File: src/rtl/latent_sampler.sv
// latent_sampler: reparameterisation stage z = mu + sigma * eps.
// eps is pseudo-Gaussian, built as the sum of three uniforms taken from a 16-bit Galois LFSR.
// The result is saturated to the signed word range.
//
// Ports:
//   clk, reset      - single rising-edge clock, synchronous active-high reset
//   y               - {sigma, mu}, each signed Q(BITSIZE-FRAC).FRAC
//   in_valid        - y is valid
//   in_ready        - stage can accept (high only while idle)
//   eps_zero        - captured at acceptance; forces eps used in z to zero
//   z               - registered sampled latent
//   eps_out         - registered eps generated for this sample (always reported)
//   out_valid       - z / eps_out valid
//   out_ready       - consumer accepts the output
module latent_sampler #(
    parameter int unsigned BITSIZE = 16,
    parameter int unsigned FRAC    = 12,
    parameter logic [15:0] SEED    = 16'hACE1
) (
    input  logic                   clk,
    input  logic                   reset,
    input  logic [2*BITSIZE-1:0]   y,
    input  logic                   in_valid,
    output logic                   in_ready,
    input  logic                   eps_zero,
    output logic [BITSIZE-1:0]     z,
    output logic [BITSIZE-1:0]     eps_out,
    output logic                   out_valid,
    input  logic                   out_ready
);

    localparam int unsigned LFSR_W   = 16;
    localparam int unsigned PROD_W   = 2 * BITSIZE;
    localparam int unsigned SUM_W    = 2 * BITSIZE + 1;
    localparam int unsigned HI_W     = SUM_W - BITSIZE + 1;
    localparam int unsigned GEN_LAST = 2;
    localparam logic [LFSR_W-1:0] LFSR_MASK = 16'hB400;
    // An all-zero LFSR would lock up, so a zero seed is replaced by 1.
    localparam logic [LFSR_W-1:0] SEED_EFF  = (SEED == 16'h0000) ? 16'h0001 : SEED;
    localparam logic [BITSIZE-1:0] SAT_MAX  = {1'b0, {(BITSIZE-1){1'b1}}};
    localparam logic [BITSIZE-1:0] SAT_MIN  = {1'b1, {(BITSIZE-1){1'b0}}};

    typedef enum logic [1:0] {
        S_IDLE = 2'd0,
        S_GEN  = 2'd1,
        S_MUL  = 2'd2,
        S_OUT  = 2'd3
    } state_t;

    state_t                      r_state;
    logic [LFSR_W-1:0]           r_lfsr;
    logic signed [BITSIZE-1:0]   r_acc;
    logic [1:0]                  r_count;
    logic signed [BITSIZE-1:0]   r_mu;
    logic signed [BITSIZE-1:0]   r_sigma;
    logic                        r_eps_zero;

    logic [LFSR_W-1:0]           w_lfsr_next;
    logic signed [LFSR_W-1:0]    w_term;
    logic signed [BITSIZE-1:0]   w_term_ext;
    logic signed [BITSIZE-1:0]   w_sigma_eff;
    logic signed [BITSIZE-1:0]   w_eps_eff;
    logic signed [PROD_W-1:0]    w_prod;
    logic signed [PROD_W-1:0]    w_scaled;
    logic signed [SUM_W-1:0]     w_sum;
    logic [HI_W-1:0]             w_sum_hi;
    logic [BITSIZE-1:0]          w_sat;

    // Right-shifting Galois LFSR step.
    assign w_lfsr_next = (r_lfsr >> 1) ^ (r_lfsr[0] ? LFSR_MASK : '0);

    // Signed LFSR value divided by 8: a uniform in [-1, 1) at FRAC = 12.
    assign w_term     = $signed(r_lfsr) >>> 3;
    assign w_term_ext = BITSIZE'(w_term);

    // Negative sigma is meaningless as a standard deviation; clamp it to 0.
    assign w_sigma_eff = r_sigma[BITSIZE-1] ? '0 : r_sigma;
    assign w_eps_eff   = r_eps_zero ? '0 : r_acc;

    assign w_prod   = PROD_W'(w_sigma_eff) * PROD_W'(w_eps_eff);
    assign w_scaled = w_prod >>> FRAC;
    assign w_sum    = SUM_W'(r_mu) + SUM_W'(w_scaled);

    // The sum fits the word when the bits above the word's sign bit are all copies of it.
    assign w_sum_hi = w_sum[SUM_W-1:BITSIZE-1];
    always_comb begin
        w_sat = w_sum[BITSIZE-1:0];
        if (w_sum_hi != '0 && w_sum_hi != '1) begin
            w_sat = w_sum[SUM_W-1] ? SAT_MIN : SAT_MAX;
        end
    end

    assign in_ready = (r_state == S_IDLE);

    // Control FSM and the datapath registers it drives.
    always_ff @(posedge clk) begin
        if (reset) begin
            r_state    <= S_IDLE;
            r_lfsr     <= SEED_EFF;
            r_acc      <= '0;
            r_count    <= '0;
            r_mu       <= '0;
            r_sigma    <= '0;
            r_eps_zero <= 1'b0;
            z          <= '0;
            eps_out    <= '0;
            out_valid  <= 1'b0;
        end else begin
            case (r_state)
                S_IDLE: begin
                    if (in_valid) begin
                        r_mu       <= $signed(y[BITSIZE*0 +: BITSIZE]);
                        r_sigma    <= $signed(y[BITSIZE*1 +: BITSIZE]);
                        r_eps_zero <= eps_zero;
                        r_acc      <= '0;
                        r_count    <= '0;
                        r_state    <= S_GEN;
                    end
                end
                S_GEN: begin
                    // The LFSR advances every GEN cycle, even when eps is forced to zero.
                    r_acc   <= r_acc + w_term_ext;
                    r_lfsr  <= w_lfsr_next;
                    r_count <= 2'(r_count + 2'd1);
                    if (r_count == 2'(GEN_LAST)) begin
                        r_state <= S_MUL;
                    end
                end
                S_MUL: begin
                    z         <= w_sat;
                    eps_out   <= r_acc;
                    out_valid <= 1'b1;
                    r_state   <= S_OUT;
                end
                S_OUT: begin
                    if (out_ready) begin
                        out_valid <= 1'b0;
                        r_state   <= S_IDLE;
                    end
                end
                default: begin
                    r_state <= S_IDLE;
                end
            endcase
        end
    end

endmodule

File: config.mk
export PLATFORM = sky130hd
export DESIGN_NAME = latent_sampler
export DESIGN_NICKNAME = d
export VERILOG_FILES = /design/src/rtl/latent_sampler.sv
export SDC_FILE = /design/constraint.sdc
export NUM_CORES = 1
export LEC_CHECK = 0
export BUFFER_PORTS_ARGS = -buffer_cell sky130_fd_sc_hd__buf_2
export CELL_PAD_IN_SITES_DETAIL_PLACEMENT = 1
export CELL_PAD_IN_SITES_GLOBAL_PLACEMENT = 2
export CORE_MARGIN = 2
export CORE_UTILIZATION = 36
export DETAILED_ROUTE_END_ITERATION = 12
export MAX_ROUTING_LAYER = met4
export PLACE_DENSITY = 0.77
export SETUP_SLACK_MARGIN = 0.2
export SLEW_MARGIN = 20
export SYNTH_ARGS = -nofsm -noshare
export SYNTH_HDL_FRONTEND = slang
export SYNTH_SLANG_ARGS = --single-unit
File: constraint.sdc
create_clock -name clk -period 8.3 [get_ports clk]
set_clock_uncertainty 0.05 [all_clocks]
set_input_delay 1.245 -clock clk [delete_from_list [all_inputs] [get_ports clk]]
set_output_delay 1.245 -clock clk [all_outputs]
set_load 0.01 [all_outputs]
# Word-level counts from Yosys, hierarchy flattened
# Index checks and enable logic that the tools add are counted.
dict set report totals {
  regBits 102
  out_inout_bits 34
}
dict set report op_classes {
  n_eq_ne 8
  reduce_logical 9
  mul 1
  mux 15
  n_addsub 3
  bitwise_logic 1
}
# cell count
set ops {}
lappend ops {{$mux 16} 5}
lappend ops {{$mul 16x16->32} 1}
lappend ops {{$pmux 16 s2} 1}
lappend ops {{$add 16x20->21} 1}
lappend ops {{$ne 18x18->1 const B} 1}
lappend ops {{$reduce_bool 18->1} 1}
lappend ops {{$add 16x13->16} 1}
lappend ops {{$xor 15x16->16} 1}
lappend ops {{$mux 15} 1}
lappend ops {{$mux 2} 4}
lappend ops {{$pmux 2 s4} 1}
lappend ops {{$eq 2x2->1 const B} 3}
lappend ops {{$ne 2x2->1 const B} 3}
lappend ops {{$reduce_and 2->1} 3}
lappend ops {{$pmux 2 s2} 1}
lappend ops {{$reduce_bool 2->1} 2}
lappend ops {{$reduce_and 3->1} 1}
lappend ops {{$add 2x1->2 const B} 1}
lappend ops {{$eq 2x1->1 const B} 1}
lappend ops {{$logic_not 2->1} 1}
lappend ops {{$pmux 1 s2} 1}
lappend ops {{$logic_and 1x1->1} 1}
lappend ops {{$mux 1} 1}

# Logic depth before layout (Yosys ltp)
dict set report logic_depth {
  depth_word 6
  depth_mapped 37
  ltp_nobuf 33
}

# Worst setup path before layout
# No wires, ideal clock.
dict set report synth_timing {
  path_type {register to register}
  startpoint {register r_eps_zero}
  endpoint {register z[0]}
  setup_ps 122
  path_buffers 4
  synth_period_minus_slack_ps 8180
  path_stages_with_launch 36
  slack_ps 120
  arrival_time_ps 8009
  path_cell_list {dfxtp_1 -> clkbuf_1 -> clkbuf_1 -> nor2b_1 -> clkbuf_1 -> nand2_1 -> fa_1 -> fa_1 -> fa_1 -> inv_1 -> fa_1 -> fa_1 -> inv_1 -> fa_1 -> inv_1 -> ha_1 -> a21o_1 -> a21o_1 -> a21oi_1 -> o21bai_1 -> a41o_1 -> a21oi_1 -> inv_1 -> a21oi_1 -> xnor2_1 -> ha_1 -> nand3_1 -> o211ai_2 -> o2111ai_1 -> nand3_2 -> o31ai_4 -> xor2_2 -> nand4bb_1 -> nor2b_4 -> buf_6 -> a221o_1}
}
dict set report synth_via {
  elab_chain_len 6
  word_cells_on_any_way 8
}
# element line_no
set synth_rtl {}
lappend synth_rtl {{start, declared} 56} ;# logic r_eps_zero;
lappend synth_rtl {{start signal, assigned} 114} ;# r_eps_zero <= eps_zero;
lappend synth_rtl {{$mux 16 (*)} 78} ;# assign w_eps_eff = r_eps_zero ? '0 : r_acc;
lappend synth_rtl {{$mul 16x16->32 (*)} 80} ;# assign w_prod = PROD_W'(w_sigma_eff) * PROD_W'(w_eps_eff);
lappend synth_rtl {{$add 16x20->21 (*)} 82} ;# assign w_sum = SUM_W'(r_mu) + SUM_W'(w_scaled);
lappend synth_rtl {{$ne 18x18->1 / $reduce_bool 18->1 (equally long branches)} 88} ;# if (w_sum_hi != '0 && w_sum_hi != '1) begin
lappend synth_rtl {{$logic_and 1x1->1} 88}
lappend synth_rtl {{$mux 16 (*)} 88}
lappend synth_rtl {{end signal, assigned} 130} ;# z <= w_sat;
lappend synth_rtl {{end, declared} 26} ;# output logic [BITSIZE-1:0] z,
# Every way passes the cells marked *; elsewhere a longest branch is shown, timed or not.
# A chain may end at the register's enable or synchronous reset.

# Worst setup path in the final report
dict set report layout_timing {
  startpoint {register r_sigma[15]}
  endpoint {register z[1]}
}
dict set report layout_via {
  elab_chain_len 6
  word_cells_on_any_way 8
}
# element line_no
set layout_rtl {}
lappend layout_rtl {{start, declared} 55} ;# logic signed [BITSIZE-1:0] r_sigma;
lappend layout_rtl {{start signal, assigned} 113} ;# r_sigma <= $signed(y[BITSIZE*1 +: BITSIZE]);
lappend layout_rtl {{$mux 15 (*)} 77} ;# assign w_sigma_eff = r_sigma[BITSIZE-1] ? '0 : r_sigma;
lappend layout_rtl {{$mul 16x16->32 (*)} 80}
lappend layout_rtl {{$add 16x20->21 (*)} 82}
lappend layout_rtl {{$ne 18x18->1 / $reduce_bool 18->1 (equally long branches)} 88}
lappend layout_rtl {{$logic_and 1x1->1} 88}
lappend layout_rtl {{$mux 16 (*)} 88}
# Marked as above.

==> run metrics <==
per-instance average area after synthesis=8.580 µm²; cell type contributing the most total cell area after synthesis=fa_1; final worst setup slack=around 94 ps; initial cell density of the core=36.40%; CTS tree=built; number of flops mapped to enable cells by yosys=0; remaining antenna violation count=0; global-route wire length before repair=67,480 µm; number of buffers on the longest clock path=2; number of sinks driven by the clock tree=102; ports placed on the boundary=a little over 70; longest individual stage delay on the worst path=600 ps; count leader, synth=inv_1; total global routing overflow=0; average wire length per cell after detail routing=19.12 µm; vias in the first global route=about 12,000; Core Rows=70; vias post-DR=11,300; largest net degree at the start of global routing=90; reported net switching power=~1.8 mW; Yosys warnings=0; worst-margin pin slew=between 900 and 1000 ps; post-route design area=between 0.015 and 0.02 mm²; Die Y-Extent=196.0 µm; unrepaired setup endpoints after global routing=yes; relative max-transition margin=approximately a third; diodes inserted=0; clock period minus worst slack=slightly above 8000 ps; maximum fanout along the worst path=8; relative contribution of the clock network to total power=12.1%; Fin. Hold Viols=0; Primary FF master, synth=dfxtp_1; combinational fraction of design power=69.4%; status=completed; CP max stage cell=fa_1; reported leakage power=~8.3 nW; fraction of post-synthesis cell area in the top cell type by area=a little over a quarter; final net count=2,153; design internal power=2.047 mW; data required time at the worst endpoint=8510 ps; number of antenna violations at the first check in global routing=0; number of buffers created by CTS=9; total power divided by cell area=about 230 mW/mm²; half-perimeter wire length after detailed placement=~35,000 µm; WL final=between 40,000 and 50,000 µm; register clock-pin slew on the reported worst setup and hold paths=around 80 ps; crit start category=flop; number of pins exceeding their max-slew limit in the final report=0; input/output buffers=70; crit share post-route=98.86%; share of layout cells above drive strength 1=roughly a quarter; Netlist cell types=64; floorplan die area=0.03840 mm²; Post-Syn Area=~0.013 mm²; total placed instance area=around 0.015 mm²; drt pass-1 iters=5; ranking of synthesized cells by area=fa_1, dfxtp_1, ha_1; total power consumption of the routed design=between 3 and 4 mW; Top cell by count, worst path=fa_1; Async SR Flop Fraction=0%; sequential fraction of the synthesis area=15.39%; gp weighted congestion=between 0.9 and 1; dpl cells=approximately 2,200; signed area change from the synthesized netlist to the final layout=26.52%; highest achievable clock rate=about 0.12 GHz; DRC violation total after the first TritonRoute iteration=491; worst hold-check slack=428.1 ps; root buffer cell=clkbuf_16; H-tree levels=3; die span in x=196.0 µm; final-report setup violation count=0; All-Layer GR Usage=23.50%; power share of the sequential group=18.5%; max-cap violations=0; Syn Nets=1,924; final routed DRC violation total=0; type of the worst setup path=flop to flop; Cell Count, Final, Fillers Out=roughly 2,200; clock latency of the later-clocked register in the worst-skew pair=around 370 ps; highest ir drop seen on vdd=0.1300 mV; flops & latches, synth=approximately 100; worst setup slack after placement=-536.5 ps; Critical Path Sink Type=flop; ranking of synthesized cells by instance count=inv_1, nand2_1, nor2_1, fa_1, ha_1; HP Class=flop to flop; data arrival time of the critical path=8410 ps; switching power as a share of total power=approximately 47%; area of the core=0.03643 mm²; Synth Instances=1,546; vias per cell=5.026; number of fill cells in the layout=~4,300
[worst max-delay path, delay by kind of cell (launching register included)]
kind,cells,cell delay (ps)
XOR/XNOR,2,270
flip-flops,1,380
buffers and inverters,8,940
adder cells (fa/ha/maj),8,3680
AO/OA/AOI/OAI,10,1980
AND/OR/NAND/NOR,6,800
[placed cells by master (no fill, tap or decap), types with 5 or more instances in the layout]
master     instances
a211o_1            7
a211oi_1           5
a21o_1            17
a21oi_1           60
a21oi_2            8
a221o_1           12
a22oi_1           18
and2_1             6
buf_2             70
buf_4            183
buf_6             24
clkbuf_16         12
dfxtp_1          100
fa_1             166
fa_2              15
ha_1             145
ha_2               5
ha_4              10
inv_1            225
inv_2             14
mux2i_1           25
nand2_1          209
nand2_2            6
nand2b_1          14
nand2b_4          13
nand3_1            7
nand4_1            7
nor2_1           171
nor2_2            11
nor2b_1           20
nor2b_2            8
nor2b_4           15
nor3_1            10
o21a_1             5
o21ai_0           12
o21bai_1           5
xnor2_1           37
xnor2_2            6
xor2_1             9
[worst paths after layout]
| path | from | end | slack [ps] | cells after the start |
|---|---|---|---|---|
| max | r_sigma[15]$_SDFFE_PP0P_ | z[1]$_SDFFE_PP0P_ | 90 | 34 |
| min | r_mu[7]$_SDFFE_PP0P_ | r_mu[7]$_SDFFE_PP0P_ | 430 | 2 |
| max reg2reg | r_sigma[15]$_SDFFE_PP0P_ | z[1]$_SDFFE_PP0P_ | 90 | 34 |
| min reg2reg | r_mu[7]$_SDFFE_PP0P_ | r_mu[7]$_SDFFE_PP0P_ | 430 | 2 |
[cell families after synthesis]
kind of cell    synth area share, %
compound gates                10.59
xor+xnor                      3.622
simple gates                  17.26
fa+ha+maj                     42.41
buf+inv                       8.829
flops                         15.39
mux                           1.887
[per-stage QoR]
step	setup TNS (ps)	utilization, %
2_1_floorplan	0	-
3_3_place_gp	-5393	41.95
3_5_place_dp	-7586	41.95
5_1_grt	-2647	46.06
4_1_cts	0	43.46
6_report	0	46.06
[cell type report]
| class | count | area [µm²] | area share (%) |
|---|---|---|---|
| Multi-Input combinational cell | 1137 | 10780 | 64.21 |
| Timing Repair Buffer | 285 | 2165 | 12.90 |
| Sequential cell | 102 | 2049 | 12.21 |
| Inverter | 240 | 900.9 | 5.368 |
| Tap cell | 468 | 585.6 | 3.489 |
| Clock buffer | 10 | 229.0 | 1.364 |
| Clock inverter | 6 | 76.32 | 0.4548 |
[what timing repair did]
item                                    CTS  global route
resized for setup                        50           159
cloned                                    1             4
endpoints found under the setup margin   15            15
setup buffers                             5            27
hold buffers                              0             0
pin swaps                                14            83
[power by group through the flow]
stage | Sequential (mW) | Clock (mW) | Combinational, mW
after floorplan | 0.697 | 0 | 1.41
after global placement | 0.704 | 0 | 2.29
after detailed placement | 0.707 | 0 | 2.34
after CTS | 0.700 | 0.481 | 2.43
after global routing | 0.723 | 0.495 | 2.92
final | 0.709 | 0.464 | 2.66
[state kept, by name, indices dropped and copies added (netlist names), 2 cells and up]
| register | flops |
|---|---|
| r_state | 2 |
| r_lfsr | 16 |
| z | 16 |
| r_mu | 16 |
| r_acc | 16 |
| eps_out | 16 |
| r_sigma | 16 |
| r_count | 2 |
[layer usage]
metal / vias up / part of all wire, % / global-route usage, % / routed length, µm
li1: 5362 / - / - / -
met1: 5720 / 47 / 31.50 / 20020
met2: 169 / 48 / 38.43 / 20690
met3: 47 / 3.1 / 1.874 / 1345
met4: 0 / 2.2 / 6.369 / 942
met5: - / 0 / - / 0
Note: power is estimated with default switching activity, not from simulation.
